File: config.mk
export PLATFORM = sky130hd
export DESIGN_NAME = cache_replace_ctrl
export DESIGN_NICKNAME = d
export VERILOG_FILES = /design/src/rtl/cache_types.sv /design/src/rtl/cache_replace_ctrl_way_select.sv /design/src/rtl/cache_replace_ctrl.sv
export SDC_FILE = /design/constraint.sdc
export NUM_CORES = 1
export LEC_CHECK = 0
export CORE_MARGIN = 3
export CORE_UTILIZATION = 30
export CTS_CLUSTER_DIAMETER = 200
export DETAILED_ROUTE_END_ITERATION = 10
export PLACE_DENSITY = 0.79
export SLEW_MARGIN = 40
export SYNTH_ARGS = -nofsm -noshare
export SYNTH_HDL_FRONTEND = slang
export SYNTH_HIERARCHICAL = 1
export SYNTH_SLANG_ARGS = --single-unit
File: constraint.sdc
create_clock -name clk -period 2.3 [get_ports clk]
set_input_delay 0.69 -clock clk [delete_from_list [all_inputs] [get_ports clk]]
set_output_delay 0.69 -clock clk [all_outputs]
set_load 0.005 [all_outputs]
File: src/rtl/cache_types.sv
// Shared types for the cache miss/replacement controller.
// Holds the controller state encoding, default geometry and the
// line-address width derivation used by cache_replace_ctrl.
package cache_types;

  localparam int unsigned DEF_WAYS        = 4;
  localparam int unsigned DEF_S_INDEX     = 4;
  localparam int unsigned DEF_TAG_WIDTH   = 23;
  localparam int unsigned DEF_OFFSET_BITS = 5;

  // Full byte address width of a line: {tag, set, offset}.
  function automatic int unsigned addr_width(input int unsigned tag_w,
                                             input int unsigned idx_w,
                                             input int unsigned off_w);
    return tag_w + idx_w + off_w;
  endfunction

  typedef enum logic [2:0] {
    IDLE,
    LOOKUP,
    WRITEBACK,
    FILL,
    UPDATE
  } repl_state_t;

endpackage

File: src/rtl/cache_replace_ctrl_way_select.sv
// way_select: combinational victim picker.
// When INVALID_FIRST is set, the lowest-index invalid way wins; otherwise
// (or when every way is valid) the PLRU candidate is used.
// Ports:
//   way_valid_i  - valid bits of the set
//   plru_evict_i - one-hot PLRU eviction candidate
//   victim_o     - one-hot selected victim
module way_select #(
  parameter int unsigned WAYS          = 4,
  parameter bit          INVALID_FIRST = 1'b0
) (
  input  logic [WAYS-1:0] way_valid_i,
  input  logic [WAYS-1:0] plru_evict_i,
  output logic [WAYS-1:0] victim_o
);

  logic [WAYS-1:0] invalid;
  logic [WAYS-1:0] lowest_invalid;

  assign invalid        = ~way_valid_i;
  // x & -x isolates the lowest set bit.
  assign lowest_invalid = invalid & (~invalid + WAYS'(1));
  assign victim_o       = (INVALID_FIRST && (|invalid)) ? lowest_invalid : plru_evict_i;

endmodule

File: src/rtl/cache_replace_ctrl.sv
// cache_replace_ctrl: sequences miss handling (victim select, writeback,
// fill, PLRU commit) and arbitrates the PLRU write port between core hit
// updates and the miss-commit update.
// Optional feature: define REPLACE_INVALID_FIRST_EN to prefer invalid ways
// (lowest index first) over the PLRU candidate.
// Ports:
//   clk, rst                       - clock, synchronous active-high reset
//   miss_valid/set/tag, miss_ready - miss request handshake
//   hit_valid/set/way, hit_ready   - hit PLRU update request / grant
//   plru_set_addr/hit_vector/web   - PLRU array write port (web active-low)
//   plru_evict                     - PLRU candidate for plru_set_addr
//   way_valid, way_dirty           - state of miss_set (used in LOOKUP)
//   victim_tag                     - tag of victim_way (used in WRITEBACK)
//   victim_way                     - registered one-hot victim
//   mem_read/write/addr, mem_resp  - memory-side line request
//   fill_we                        - write filled line into victim_way
//   done                           - one-cycle pulse at miss completion
module cache_replace_ctrl
  import cache_types::*;
#(
  parameter int unsigned WAYS        = DEF_WAYS,
  parameter int unsigned S_INDEX     = DEF_S_INDEX,
  parameter int unsigned TAG_WIDTH   = DEF_TAG_WIDTH,
  parameter int unsigned OFFSET_BITS = DEF_OFFSET_BITS
) (
  input  logic                                  clk,
  input  logic                                  rst,
  input  logic                                  miss_valid,
  input  logic [S_INDEX-1:0]                    miss_set,
  input  logic [TAG_WIDTH-1:0]                  miss_tag,
  output logic                                  miss_ready,
  input  logic                                  hit_valid,
  input  logic [S_INDEX-1:0]                    hit_set,
  input  logic [WAYS-1:0]                       hit_way,
  output logic                                  hit_ready,
  output logic [S_INDEX-1:0]                    plru_set_addr,
  output logic [WAYS-1:0]                       plru_hit_vector,
  output logic                                  plru_web,
  input  logic [WAYS-1:0]                       plru_evict,
  input  logic [WAYS-1:0]                       way_valid,
  input  logic [WAYS-1:0]                       way_dirty,
  input  logic [TAG_WIDTH-1:0]                  victim_tag,
  output logic [WAYS-1:0]                       victim_way,
  output logic                                  mem_read,
  output logic                                  mem_write,
  output logic [TAG_WIDTH+S_INDEX+OFFSET_BITS-1:0] mem_addr,
  input  logic                                  mem_resp,
  output logic                                  fill_we,
  output logic                                  done
);

  localparam int unsigned ADDR_WIDTH = addr_width(TAG_WIDTH, S_INDEX, OFFSET_BITS);

`ifdef REPLACE_INVALID_FIRST_EN
  localparam bit INVALID_FIRST = 1'b1;
`else
  localparam bit INVALID_FIRST = 1'b0;
`endif

  repl_state_t            state_q, state_d;
  logic [S_INDEX-1:0]     miss_set_q;
  logic [TAG_WIDTH-1:0]   miss_tag_q;
  logic [WAYS-1:0]        victim_way_q;
  logic                   miss_ready_q, hit_ready_q;
  logic                   mem_read_q, mem_write_q, done_q;
  logic [WAYS-1:0]        victim_sel;
  logic                   need_wb;
  logic                   hit_win;

  way_select #(
    .WAYS          (WAYS),
    .INVALID_FIRST (INVALID_FIRST)
  ) u_way_select (
    .way_valid_i  (way_valid),
    .plru_evict_i (plru_evict),
    .victim_o     (victim_sel)
  );

  // An invalid victim never writes back, whichever way was chosen.
  assign need_wb = |(victim_sel & way_valid & way_dirty);

  // Next-state logic.
  always_comb begin
    state_d = state_q;
    case (state_q)
      IDLE:      if (miss_valid) state_d = LOOKUP;
      LOOKUP:    state_d = need_wb ? WRITEBACK : FILL;
      WRITEBACK: if (mem_resp) state_d = FILL;
      FILL:      if (mem_resp) state_d = UPDATE;
      UPDATE:    state_d = IDLE;
      default:   state_d = IDLE;
    endcase
  end

  // State, miss context and Moore outputs decoded from the next state.
  always_ff @(posedge clk) begin
    if (rst) begin
      state_q      <= IDLE;
      miss_set_q   <= '0;
      miss_tag_q   <= '0;
      victim_way_q <= '0;
      miss_ready_q <= 1'b1;
      hit_ready_q  <= 1'b1;
      mem_read_q   <= 1'b0;
      mem_write_q  <= 1'b0;
      done_q       <= 1'b0;
    end else begin
      state_q      <= state_d;
      miss_ready_q <= (state_d == IDLE);
      hit_ready_q  <= (state_d inside {IDLE, WRITEBACK, FILL});
      mem_read_q   <= (state_d == FILL);
      mem_write_q  <= (state_d == WRITEBACK);
      done_q       <= (state_d == UPDATE);
      if (state_q == IDLE && miss_valid) begin
        miss_set_q <= miss_set;
        miss_tag_q <= miss_tag;
      end
      if (state_q == LOOKUP) victim_way_q <= victim_sel;
    end
  end

  // Hits own the PLRU port whenever the controller does not; reset blocks writes.
  assign hit_win = hit_valid && !rst && (state_q inside {IDLE, WRITEBACK, FILL});

  // PLRU port mux.
  always_comb begin
    plru_set_addr   = '0;
    plru_hit_vector = '0;
    plru_web        = 1'b1;
    case (state_q)
      LOOKUP: plru_set_addr = miss_set_q;
      UPDATE: begin
        plru_set_addr = miss_set_q;
        if (!rst) begin
          plru_hit_vector = victim_way_q;
          plru_web        = 1'b0;
        end
      end
      default: begin
        if (hit_win) begin
          plru_set_addr   = hit_set;
          plru_hit_vector = hit_way;
          plru_web        = 1'b0;
        end
      end
    endcase
  end

  // Line address; victim_tag is only meaningful once victim_way is registered.
  always_comb begin
    mem_addr = '0;
    case (state_q)
      WRITEBACK: mem_addr = ADDR_WIDTH'({victim_tag, miss_set_q, {OFFSET_BITS{1'b0}}});
      FILL:      mem_addr = ADDR_WIDTH'({miss_tag_q, miss_set_q, {OFFSET_BITS{1'b0}}});
      default:   mem_addr = '0;
    endcase
  end

  assign fill_we    = (state_q == FILL) && mem_resp && !rst;
  assign miss_ready = miss_ready_q;
  assign hit_ready  = hit_ready_q;
  assign victim_way = victim_way_q;
  assign mem_read   = mem_read_q;
  assign mem_write  = mem_write_q;
  assign done       = done_q;

endmodule

After elaboration in Yosys (flattened, before gate mapping)
Index checks and enable logic that the tools add are counted.
{ "classes": {"mux": 14, "n_eq_ne": 7, "n_reduce_logical": 12, "bitwise_logic": 2} }
{ "op_table": {"columns": ["operator", "count"], "rows": [
  ["$pmux W32 S2", 1],
  ["$mux W4", 4],
  ["$eq A3 B2 Y1 const B", 4],
  ["$pmux W3 S4", 1],
  ["$mux W3", 3],
  ["$and A4 B4 Y4", 2],
  ["$pmux W4 S2", 1],
  ["$eq A3 B3 Y1 const B", 2],
  ["$logic_not A3 Y1", 2],
  ["$reduce_bool A3 Y1", 2],
  ["$logic_and A1 B1 Y1", 5],
  ["$reduce_or A4 Y1", 1],
  ["$eq A3 B1 Y1 const B", 1],
  ["$mux W1", 3],
  ["$pmux W1 S2", 1],
  ["$reduce_or A2 Y1", 1],
  ["$logic_not A1 Y1", 1]
]} }
{ "word_totals": {"output_inout_bits": 51, "word_cells": 44, "input_bits": 75, "register_bits": 39} }

Longest topological paths before layout
Gate-level depths: netlist of run 1.
{ "depth": {"depth_word": 7, "ltp_mapped": 6, "ltp_nobuf": 4} }

Modules after synthesis
The synthesis of run 1 kept the hierarchy.
{ "by_module_without_submodules": {"columns": ["module", "instances", "seq_area_each_um2", "area_each_um2", "cells_each"], "rows": [
  ["cache_replace_ctrl", 1, 780.7, 1996.9, 251],
  ["way_select", 1, 0.0, 30.0, 4]
]} }

Least setup slack after synthesis of run 1
Ideal clock, no wire load.
{ "synth_path": {"kind": "input-to-output", "startpoint": "input rst", "endpoint": "output plru_hit_vector[0]", "t_required_ns": 1.610, "stages": 3, "path_buffers": 1, "arrival_time_ns": 1.404, "setup_slack_ns": 0.206, "path_cell_list": "clkbuf_1 > nor4b_2 > a22o_1"} }
{ "synth_via": {"elab_chain_cells": 5, "elab_cells_between_ends": 6, "classes_between": "3 x mux; 3 x reduce/logical"} }
{ "synth_rtl": {"columns": ["item", "line_no", "rtl"], "rows": [
  ["start: declaration", "cache_replace_ctrl.sv:27", "input logic rst,"],
  ["$logic_not A1 Y1", "cache_replace_ctrl.sv:123", "assign hit_win = hit_valid && !rst && (state_q inside {IDLE, WRITEBACK, FILL});"],
  ["$logic_and A1 B1 Y1 (2 in series)", "cache_replace_ctrl.sv:123", null],
  ["$mux W4", "cache_replace_ctrl.sv:140", "if (hit_win) begin"],
  ["$pmux W4 S2 *", "cache_replace_ctrl.sv:130", "case (state_q)"],
  ["end: declaration", "cache_replace_ctrl.sv:37", "output logic [WAYS-1:0] plru_hit_vector,"]
]} }
Mark *: on every way between the ends. The rest lies on a longest branch, timed or not.

Final worst setup path of run 1
{ "layout_path": {"startpoint": "input hit_valid", "endpoint": "output plru_set_addr[1]"} }
{ "layout_via": {"elab_chain_cells": 4} }
{ "layout_rtl": {"columns": ["item", "line_no", "rtl"], "rows": [
  ["start: declaration", "cache_replace_ctrl.sv:32", "input logic hit_valid,"],
  ["$logic_and A1 B1 Y1 (2 in series)", "cache_replace_ctrl.sv:123", null],
  ["$mux W4", "cache_replace_ctrl.sv:140", null],
  ["$mux W4", "cache_replace_ctrl.sv:130", null],
  ["end: declaration", "cache_replace_ctrl.sv:36", "output logic [S_INDEX-1:0] plru_set_addr,"]
]} }
No other way between the ends.

==> metrics.md, run 1 <==
| Metric | Value |
|---|---|
| Max Cap Viol | 0 |
| Post-DRT Antenna Nets | 0 |
| Final number of hold-violating endpoints | 0 |
| Setup Viol. Count Final | 0 |
| Met3 usage in global routing | 5.17% |
| WL/cell | roughly 13 microns |
| Crit path setup slack, layout | 0.00245 ns |
| FF+latch count, synth | 39 |
| Cell accounting for the most synthesized area | dfxtp_1 |
| DRC | 0 |
| Dpl ws | -0.788 ns |
| CTS Buf Count | 5 |
| Clock-pin slew on the worst setup and hold paths | 0.07 ns |
| Synth Area per Inst | 7.95 sq um |
| Final #Nets | 455 |
| Vias in the first global route | 2,101 |
| Crit end category | output port |
| Seq pwr share | between 40% and 50% |
| # placed instances | 443 |
| NetSw | roughly 580 uW |
| Starting density of the core | between 30% and 40% |
| Tcrit/Tclk final | 99.9% |
| Peak Freq | approximately 0.44 GHz |
| FF-to-FF setup slack | 0.83 ns |
| Number of enable flip-flop cells after synthesis | 0 |
| Detailed Route Iter0 Violations | 58 |
| H-tree levels | 2 |
| Synth top area share | 38.5% |
| Most frequent cells after synthesis | nand2_1 (61), dfxtp_1 (39), a21oi_1 (34), nor2_1 (26), mux2i_1 (23) |
| Mapped Area | 2030 sq um |
| Chip width | 88.2 microns |
| Pleak | between 0.001 and 0.0015 uW |
| Finished Core Util | 52.7% |
| Non-filler instance count after layout | 458 |
| Critical path data arrival time | 1.61 ns |
| Post-DP HPWL | 4580 microns |
| I/O pins | 126 |
| Int Pwr | 1360 uW |
| Core Footprint | between 6000 and 7000 sq um |
| Die area | 7780 sq um |
| Detailed Route WL | 6000 microns |
| Cell variety after synth | 30 |
| Critical path data required time | 1.61 ns |
| Pins Over Slew Limit | 0 |
| Peak VDD IR | 0.195 mV |
| Ys flop type | dfxtp_1 |
| Run status | complete, no violations |
| Initial antenna violation count | 0 |
| Sw Share | 30.0% |
| Fin Hold WS | 0.457 ns |
| CTS tree | built |
| Max FO, Critical Path | 4 |
| # fillers | about 630 |
| Worst Setup Start Kind | input port |
| GPL Wtd Cong | between 0.7 and 0.8 |
| ANT cells | 0 |
| Total gr overflow | 0 |
| Post-synthesis sequential area ratio | 38.5% |
| Layout cells sized above 1 | 13.6% |
| CTS root buf | clkbuf_8 |
| Min Clock Period, post-route | 2.30 ns |
| Sink Count | 39 |
| Mapped Cells | about 260 |
| YS warnings | 6 |
| Met1 usage | 16.7% |
| Post-Layout Inst Area | about 3400 sq um |
| Num rows | 29 |
| 1st-pass router iterations | 4 |
| DP Area | between 3000 and 4000 sq um |
| Drt via density | ~4.7 |
| Port-buffer cells | 120 |
| Most area-consuming cells after synthesis | dfxtp_1 (39%), mux2i_1 (11%), nand2_1 (11%), a21oi_1 (8.4%), buf_4 (5.2%) |
| Clock Power Share | 22.4% |
| Clk_lat worst skew | 0.28 ns |
| Asr flop ratio synth | 0% |
| Skew final | roughly 0.002 ns |
| Die H | a little under 90 microns |
| GR Util met2 | between 20% and 30% |
| Tightest Hold Check Type | register to register |
| Largest net degree at the start of global routing | 28 |
| Combinational share of power | 36.6% |
| Area delta synth->final | 68.0% |
| Gr busiest metal | met2 |
| Vias | 2,145 |
| Clk buf depth | 2 |
| First-pass GRT wire length | 9470 microns |
| All-Layer GR Usage | 15.3% |
| P per Cell Area | approximately 570 nW/um^2 |
| CP Class | input port to output port |
| Most frequent cell after synthesis | nand2_1 |
| RSZ-0062 raised after global routing | no |
[worst max-delay path: stages]
cell           delay [ns]
dlygate4sd2_1        0.26
and3_4               0.17
buf_4                0.14
a22o_1               0.22
buf_2                0.13
[path summary, 6_finish.rpt]
path / cells after the start / endpoint / from
hold reg to reg: 2 / miss_tag_q[4]$_SDFFE_PP0P_ / miss_tag_q[4]$_SDFFE_PP0P_
setup reg to reg: 5 / miss_tag_q[2]$_SDFFE_PP0P_ / state_q[1]$_SDFF_PP0_
hold / removal: 2 / miss_tag_q[4]$_SDFFE_PP0P_ / miss_tag_q[4]$_SDFFE_PP0P_
setup / recovery: 5 / plru_set_addr[1] / hit_valid
[cells in the final DEF, fill, tap and decap left out, types with 2 or more instances in the layout]
master and n:
clkbuf_8 5, o21ai_0 7, buf_6 4, clkdlybuf4s50_1 80, clkbuf_1 2, buf_12 2, a31oi_1 2, buf_2 7
conb_1 5, and2_1 4, dfxtp_2 2, a21oi_1 34, clkdlybuf4s15_1 5, dlymetal6s2s_1 5, nand2_1 61, and3_1 3
buf_4 17, clkbuf_2 3, nand2b_1 2, dfxtp_1 36, a22o_1 8, dlygate4sd2_1 19, nor3_1 2, nor2_1 25
mux2i_1 23
[power groups by stage]
stage	Sequential, uW	Clock, uW	Combinational [uW]
after floorplan	792	0	409
after global placement	809	0	721
after detailed placement	810	0	733
after CTS	796	445	709
after global routing	809	479	789
final	799	436	712
[layer usage]
layer,routed length (microns),vias up
li1,-,1089
met1,2420,976
met2,3090,73
met3,420,7
met4,62,0
met5,0,-
[per-stage QoR]
| step | power (uW) | setup TNS (ns) |
|---|---|---|
| final | 1950 | 0 |
| after detailed placement | 1540 | -11.81 |
| after CTS | 1950 | -0.0852 |
| after global routing | 2080 | 0 |
| after floorplan | 1200 | 0 |
| after global placement | 1530 | -11.04 |
[logic make-up after synthesis]
| group | count (synthesis) | synth area share [%] |
|---|---|---|
| xor+xnor | 1 | 0.432 |
| mux | 23 | 11.4 |
| flops | 39 | 38.5 |
| compound gates | 55 | 15.8 |
| other cells | 1 | 0.185 |
| buf+inv | 28 | 9.75 |
| simple gates | 108 | 23.9 |
[flip-flops by register name, summed over array words and instances, names as in the netlist]
register and cells:
done 1, hit_ready 1, miss_tag_q 23, mem_read 1, mem_write 1, victim_way 4
state_q 3, miss_ready 1, miss_set_q 4
[final cells by class]
type / instances / area, sq um / area share (%)
timing repair buffer: 142 / 1340 / 39.4
sequential: 39 / 787 / 23.1
tap: 77 / 96.3 / 2.83
multi-input combinational: 192 / 1100 / 32.2
clock buffer: 7 / 76.3 / 2.24
clock inverter: 1 / 5.00 / 0.147
[timing repair]
action | in CTS | in global routing
gates cloned | 0 | 0
gates resized for setup | 68 | 23
pin swaps | 3 | 5
buffers inserted | 6 | 2
hold buffers | 0 | 0
endpoints found under the setup margin | 37 | 20
Note: power is estimated with default switching activity, not from simulation.
==> inputs of run 2 (changes only) <==
--- a/config.mk
+++ b/config.mk
@@ -5,11 +5,13 @@
 export SDC_FILE = /design/constraint.sdc
 export NUM_CORES = 1
 export LEC_CHECK = 0
+export ABC_CLOCK_PERIOD_IN_PS = 2300
 export CORE_MARGIN = 3
 export CORE_UTILIZATION = 30
 export CTS_CLUSTER_DIAMETER = 200
 export DETAILED_ROUTE_END_ITERATION = 10
 export PLACE_DENSITY = 0.79
+export SETUP_SLACK_MARGIN = 0.02
 export SLEW_MARGIN = 40
 export SYNTH_ARGS = -nofsm -noshare
 export SYNTH_HDL_FRONTEND = slang
==> run 2 against run 1 <==
  * Clock power hardly changed
  * Global-route usage is 0.12 points higher
  * Largest power group unchanged
  * Largest cell class unchanged
  * Routed wire length is 0.90% higher
  * Register-to-register slack hardly changed
  * Sequential power hardly changed
==> metrics.md, run 2 (synthesized netlist as in run 1, its figures left out) <==
| Metric | Value |
|---|---|
| RSZ-0062 raised after global routing | yes |
| Pins Over Slew Limit | 0 |
| CP Cell Sequence | buf_8, nor4b_4, buf_4, buf_6, buf_6, a22o_1, buf_2 |
| Worst stage delay on the critical path | 0.23 ns |
| Num rows | 29 |
| Run status | complete, no violations |
| Total power | between 1500 and 2000 uW |
| Skew final | 0.00171 ns |
| Post-DRT Antenna Nets | 0 |
| Tcrit/Tclk final | 98.8% |
| ANT cells | 0 |
| Most common cell after layout, fill and taps aside | clkdlybuf4s50_1 |
| Critical path data arrival time | roughly 1.6 ns |
| Core Footprint | 6460 sq um |
| Initial antenna violation count | 0 |
| DRC | 0 |
| Final #Nets | 455 |
| Worst r2r src | state_q[1]$_SDFF_PP0_ |
| Crit path setup slack, layout | between 0.02 and 0.03 ns |
| Capturing point of the worst reg2reg path | miss_tag_q[2]$_SDFFE_PP0P_ |
| CTS tree | built |
| Setup Viol. Count Final | 0 |
| Die area | just under 8000 sq um |
| Clock-pin slew on the worst setup and hold paths | about 0.070 ns |
| Crit-path slowest cell | nor4b_4 |
| Die H | 88.2 microns |
| CTS Buf Count | 5 |
| Detailed Route WL | 6050 microns |
| Largest net degree at the start of global routing | 28 |
| WL/cell | 13.2 microns |
| CP Capture Point | plru_hit_vector[2] |
| Total gr overflow | 0 |
| # fillers | roughly 610 |
| Clk buf depth | 2 |
| Largest Register | miss_tag_q |
| Critical Path Source | rst |
| Vias in the first global route | around 2,100 |
| Port-buffer cells | 120 |
| Non-filler instance count after layout | 458 |
| Area delta synth->final | 68.0% |
| Starting density of the core | a little under a third |
| Vias | 2,143 |
| I/O pins | 126 |
| Sink Count | 39 |
| Setup TNS | 0 ns |
| CTS root buf | clkbuf_8 |
| FF-to-FF setup slack | between 0.8 and 0.9 ns |
| Worst Setup Start Kind | input port |
| Pleak | between 0.001 and 0.0015 uW |
| Max FO, Critical Path | 4 |
| 1st-pass router iterations | 4 |
| Detailed Route Iter0 Violations | 65 |
| Drt via density | 4.68 |
| Chip width | 88.2 microns |
| Peak VDD IR | 0.197 mV |
| Layout cells sized above 1 | 15.0% |
| Commonest non-fill, non-tap cells in the layout | clkdlybuf4s50_1 (80), nand2_1 (61), dfxtp_1 (36), a21oi_1 (34), nor2_1 (25) |
| H-tree levels | 2 |
| Crit end category | output port |
| GPL Wtd Cong | between 0.7 and 0.8 |
| Min Clock Period, post-route | 2.27 ns |
| Max Cap Viol | 0 |
| First-pass GRT wire length | roughly 9600 microns |
| Min-Delay Path Depth | 2 |
| Critical path data required time | approximately 1.6 ns |
| Final number of hold-violating endpoints | 0 |
| # placed instances | between 400 and 500 |
| Post-DP HPWL | 4580 microns |
| Clk_lat worst skew | roughly 0.28 ns |
| Dpl ws | -0.788 ns |
| Max reg flops | 23 |
| FF-to-FF path depth | 5 |
| Most frequent CP cell | buf_6 |
| Tightest Hold Check Type | register to register |
| Peak Freq | between 0.4 and 0.5 GHz |
| All-Layer GR Usage | 15.4% |
| CP Class | input port to output port |
| P per Cell Area | 573 nW/um^2 |
run 2: changes by cell type in the layout (fill, tap and decap cells not counted), sizes merged:
| cell | change |
|---|---|
| dlygate4sd2 | -6 |
| buf | -1 |
| clkdlybuf4s15 | +4 |
| dlymetal6s2s | -1 |
| clkbuf | +4 |
run 2: what timing repair did:
item / CTS / global route
hold endpoints to repair: 0 / 0
hold buffers: 0 / 0
setup buffers: 6 / 1
endpoints found under the setup margin: 37 / 24
resized for setup: 78 / 26
pin swaps: 6 / 4
run 2: how the worst min path moves through the flow:
| stage | from | to | slack, ns |
|---|---|---|---|
| 6_report | miss_tag_q[4]$_SDFFE_PP0P_ | miss_tag_q[4]$_SDFFE_PP0P_ | 0.46 |
| 5_1_grt | miss_tag_q[9]$_SDFFE_PP0P_ | miss_tag_q[9]$_SDFFE_PP0P_ | 0.49 |
| 4_1_cts | miss_tag_q[4]$_SDFFE_PP0P_ | miss_tag_q[4]$_SDFFE_PP0P_ | 0.46 |
| 3_5_place_dp | miss_tag_q[4]$_SDFFE_PP0P_ | miss_tag_q[4]$_SDFFE_PP0P_ | 0.45 |
| 3_3_place_gp | miss_tag_q[4]$_SDFFE_PP0P_ | miss_tag_q[4]$_SDFFE_PP0P_ | 0.44 |
| 2_1_floorplan | miss_tag_q[0]$_SDFFE_PP0P_ | miss_tag_q[0]$_SDFFE_PP0P_ | 0.44 |
run 2: layout make-up:
type	instances	area, sq um	share of cell area [%]
timing repair buffer	142	1340	39.4
clock inverter	1	5.00	0.147
tap	77	96.3	2.83
sequential	39	787	23.1
clock buffer	7	76.3	2.24
multi-input combinational	192	1100	32.2
run 2: metrics by stage:
| step | instance area, sq um | utilization, % | hold WS [ns] |
|---|---|---|---|
| 6_report | 3400 | 52.7 | 0.458 |
| 5_1_grt | 3400 | 52.7 | 0.485 |
| 4_1_cts | 3390 | 52.5 | 0.460 |
| 3_5_place_dp | 3280 | 50.8 | 0.450 |
| 3_3_place_gp | 3280 | 50.8 | 0.444 |
| 2_1_floorplan | 2040 | - | 0.436 |
run 2: per-layer routing:
metal	wire length (microns)	track usage (%)
met1	2470	17.1
met4	65	3.30
met3	429	5.17
met5	0	0
met2	3080	28.4
run 2: critical path, delay by kind of cell:
| family | cells | cell delay [ns] |
|---|---|---|
| compound gates | 1 | 0.12 |
| simple gates | 1 | 0.23 |
| buf+inv | 5 | 0.55 |
run 2: power by group:
part,switching (uW),internal [uW]
Clock,225,213
Combinational,314,400
Sequential,49.9,750
==> inputs of run 3 (changes only) <==
--- a/config.mk
+++ b/config.mk
@@ -9,10 +9,11 @@
 export CORE_MARGIN = 3
 export CORE_UTILIZATION = 30
 export CTS_CLUSTER_DIAMETER = 200
+export CTS_CLUSTER_SIZE = 30
 export DETAILED_ROUTE_END_ITERATION = 10
 export PLACE_DENSITY = 0.79
 export SETUP_SLACK_MARGIN = 0.02
-export SLEW_MARGIN = 40
+export SLEW_MARGIN = 20
 export SYNTH_ARGS = -nofsm -noshare
 export SYNTH_HDL_FRONTEND = slang
 export SYNTH_HIERARCHICAL = 1
==> constraint.sdc (replaced) <==
create_clock -name clk -period 2.3 [get_ports clk]
set_input_delay 0.345 -clock clk [delete_from_list [all_inputs] [get_ports clk]]
set_output_delay 0.345 -clock clk [all_outputs]
set_load 0.005 [all_outputs]
==> run 3 against run 2 <==
  * Fmax up 4.1%
  * Cell count decreased by 2.4%
  * Largest power group unchanged
  * Count of clock-buffer cells in the layout is 2 lower
  * Critical endpoint is now plru_set_addr[3]
  * Combinational power down 1%
  * Die area is the same
  * Via count fell by 1.7%
  * Sequential power barely moved
  * First-iteration DRC count decreased by 20%
  * Global-route usage rose by 0.33 points
==> metrics.md, run 3 (synthesized netlist as in run 1, its figures left out) <==
| Metric | Value |
|---|---|
| Drt via density | 4.71 |
| Peak VDD IR | 0.302 mV |
| Critical hold path startpoint | miss_tag_q[14]$_SDFFE_PP0P_ |
| CP Class | register to output port |
| CTS tree | built |
| Final number of hold-violating endpoints | 0 |
| Die area | 7780 sq um |
| Setup Viol. Count Final | 0 |
| CTS root buf | clkbuf_8 |
| Max reg flops | 23 |
| Clock Power Share | a little under a quarter |
| Clk_lat worst skew | between 0.2 and 0.3 ns |
| Min-Delay Path Depth | 2 |
| Detailed Route WL | 6030 microns |
| Worst r2r src | state_q[0]$_SDFF_PP0_ |
| WL/cell | 13.5 microns |
| # placed instances | 439 |
| Non-filler instance count after layout | 447 |
| WHS Endpoint | miss_tag_q[14]$_SDFFE_PP0P_ |
| CTS Buf Count | 5 |
| Layout cells sized above 1 | under 10% |
| All-Layer GR Usage | 15.7% |
| Largest Register | miss_tag_q |
| Die H | 88.2 microns |
| Critical path data arrival time | around 1.8 ns |
| Critical path data required time | 1.96 ns |
| Num rows | 29 |
| Area delta synth->final | 64.8% |
| Sink Count | 39 |
| Peak Freq | 0.458 GHz |
| First-pass GRT wire length | 9720 microns |
| Crit end category | output port |
| Finished Core Util | 51.7% |
| I/O pins | 126 |
| Post-DRT Antenna Nets | 0 |
| Core Footprint | between 6000 and 7000 sq um |
| Vias in the first global route | 2,121 |
| Max Cap Viol | 0 |
| Tcrit/Tclk final | 94.9% |
| FF-to-FF setup slack | around 0.85 ns |
| Initial antenna violation count | 0 |
| Post-cts hold buffer count | 0 |
| Port-buffer cells | 120 |
| P per Cell Area | about 590 nW/um^2 |
| 1st-pass router iterations | 4 |
| Final #Nets | 444 |
| Worst stage delay on the critical path | 0.48 ns |
| Seq pwr share | 40.7% |
| H-tree levels | 2 |
| Total gr overflow | 0 |
| Tightest Hold Check Type | register to register |
| Detailed Route Iter0 Violations | 52 |
| Commonest non-fill, non-tap cells in the layout | clkdlybuf4s50_1 (119), nand2_1 (61), dfxtp_1 (38), a21oi_1 (34), nor2_1 (24) |
| Crit-path slowest cell | dfxtp_2 |
| Starting density of the core | 31.4% |
| DRC | 0 |
| Post-DP HPWL | 4630 microns |
| Skew final | 0.0114 ns |
| FF-to-FF path depth | 4 |
| Max FO, Critical Path | 11 |
| ANT cells | 0 |
| Int Pwr | between 1000 and 1500 uW |
| CP Cell Sequence | nand2b_2, and3_4, a22o_1, clkdlybuf4s50_1 |
| Clock-pin slew on the worst setup and hold paths | about 0.08 ns |
| Setup TNS | 0 ns |
| Chip width | 88.2 microns |
| RSZ-0062 raised after global routing | yes |
| Pins Over Slew Limit | 0 |
| Most common cell after layout, fill and taps aside | clkdlybuf4s50_1 |
| Pleak | 0.00126 uW |
| # fillers | 602 |
| Run status | complete, no violations |
| Capturing point of the worst reg2reg path | miss_tag_q[3]$_SDFFE_PP0P_ |
| NetSw | 600 uW |
| GPL Wtd Cong | ~0.73 |
| Largest net degree at the start of global routing | 28 |
| Combinational share of power | 36.1% |
| Min Clock Period, post-route | 2.18 ns |
| Clk buf depth | 2 |
| Vias | 2,107 |
| Worst Setup Start Kind | register |
| Sw Share | 30.6% |
[run 3: cell types whose count changed in the layout (fill, tap and decap cells not counted), moves of 3 or more]
cell and change:
buf_2 -6, buf_4 -6, buf_6 -3, clkbuf_2 -7
clkdlybuf4s15_1 -7, clkdlybuf4s50_1 +39, dlygate4sd2_1 -13, dlymetal6s2s_1 -3
[run 3: how the worst max path moves through the flow]
stage               depth (start not counted)               end                  start  slack [ns]
floorplan                                   5  plru_set_addr[0]  state_q[2]$_SDFF_PP0_        0.88
global placement                            5  plru_set_addr[1]                    rst       -0.03
detailed placement                          5  plru_set_addr[3]                    rst       -0.12
CTS                                         5  plru_set_addr[3]                    rst        0.04
global route                                4      mem_addr[24]  state_q[0]$_SDFF_PP0_        0.03
finish                                      4  plru_set_addr[3]  state_q[0]$_SDFF_PP0_        0.12
[run 3: metal layers]
layer  GRT usage (%)  vias to the layer above  share of wire (%)
li1                -                     1070                  -
met1            18.1                      956                 40
met4            4.12                        0                1.0
met5               0                        -                  0
met2            28.8                       74                 52
met3            3.95                        7                6.8
[run 3: power by group through the flow]
stage | Combinational [uW] | Clock (uW) | Sequential, uW
6_report | 706 | 453 | 797
5_1_grt | 782 | 497 | 808
4_1_cts | 711 | 472 | 796
3_5_place_dp | 705 | 0 | 811
3_3_place_gp | 689 | 0 | 811
2_1_floorplan | 409 | 0 | 792
[run 3: layout make-up]
type / instances / area (sq um) / area share [%]
Timing Repair Buffer: 131 / 1290 / 38.6
Multi-Input combinational cell: 192 / 1080 / 32.4
Sequential cell: 39 / 782 / 23.4
Tap cell: 77 / 96.3 / 2.88
Clock buffer: 5 / 68.8 / 2.06
Clock inverter: 3 / 20.0 / 0.599
[run 3: worst max-delay path, delay by kind of cell, from the launching register on]
family          cells  cell delay [ns]
buf+inv             1             0.44
flops               1             0.48
compound gates      1             0.24
simple gates        2             0.40
[run 3: per-stage QoR]
step	total power (uW)	hold WS, ns	worst slack, ns	cell area [sq um]
after floorplan	1200	0.436	0.878	2040
after global placement	1500	0.446	-0.0303	3230
after detailed placement	1520	0.453	-0.121	3230
after CTS	1980	0.465	0.0363	3320
after global routing	2090	0.479	0.0299	3340
final	1960	0.464	0.116	3340
[run 3: what timing repair did]
| item | in CTS | in global routing |
|---|---|---|
| gates cloned | 0 | 0 |
| resized for setup | 3 | 4 |
| endpoints found under the setup margin | 8 | 24 |
| buffers inserted | 0 | 0 |
| pin swaps | 0 | 1 |
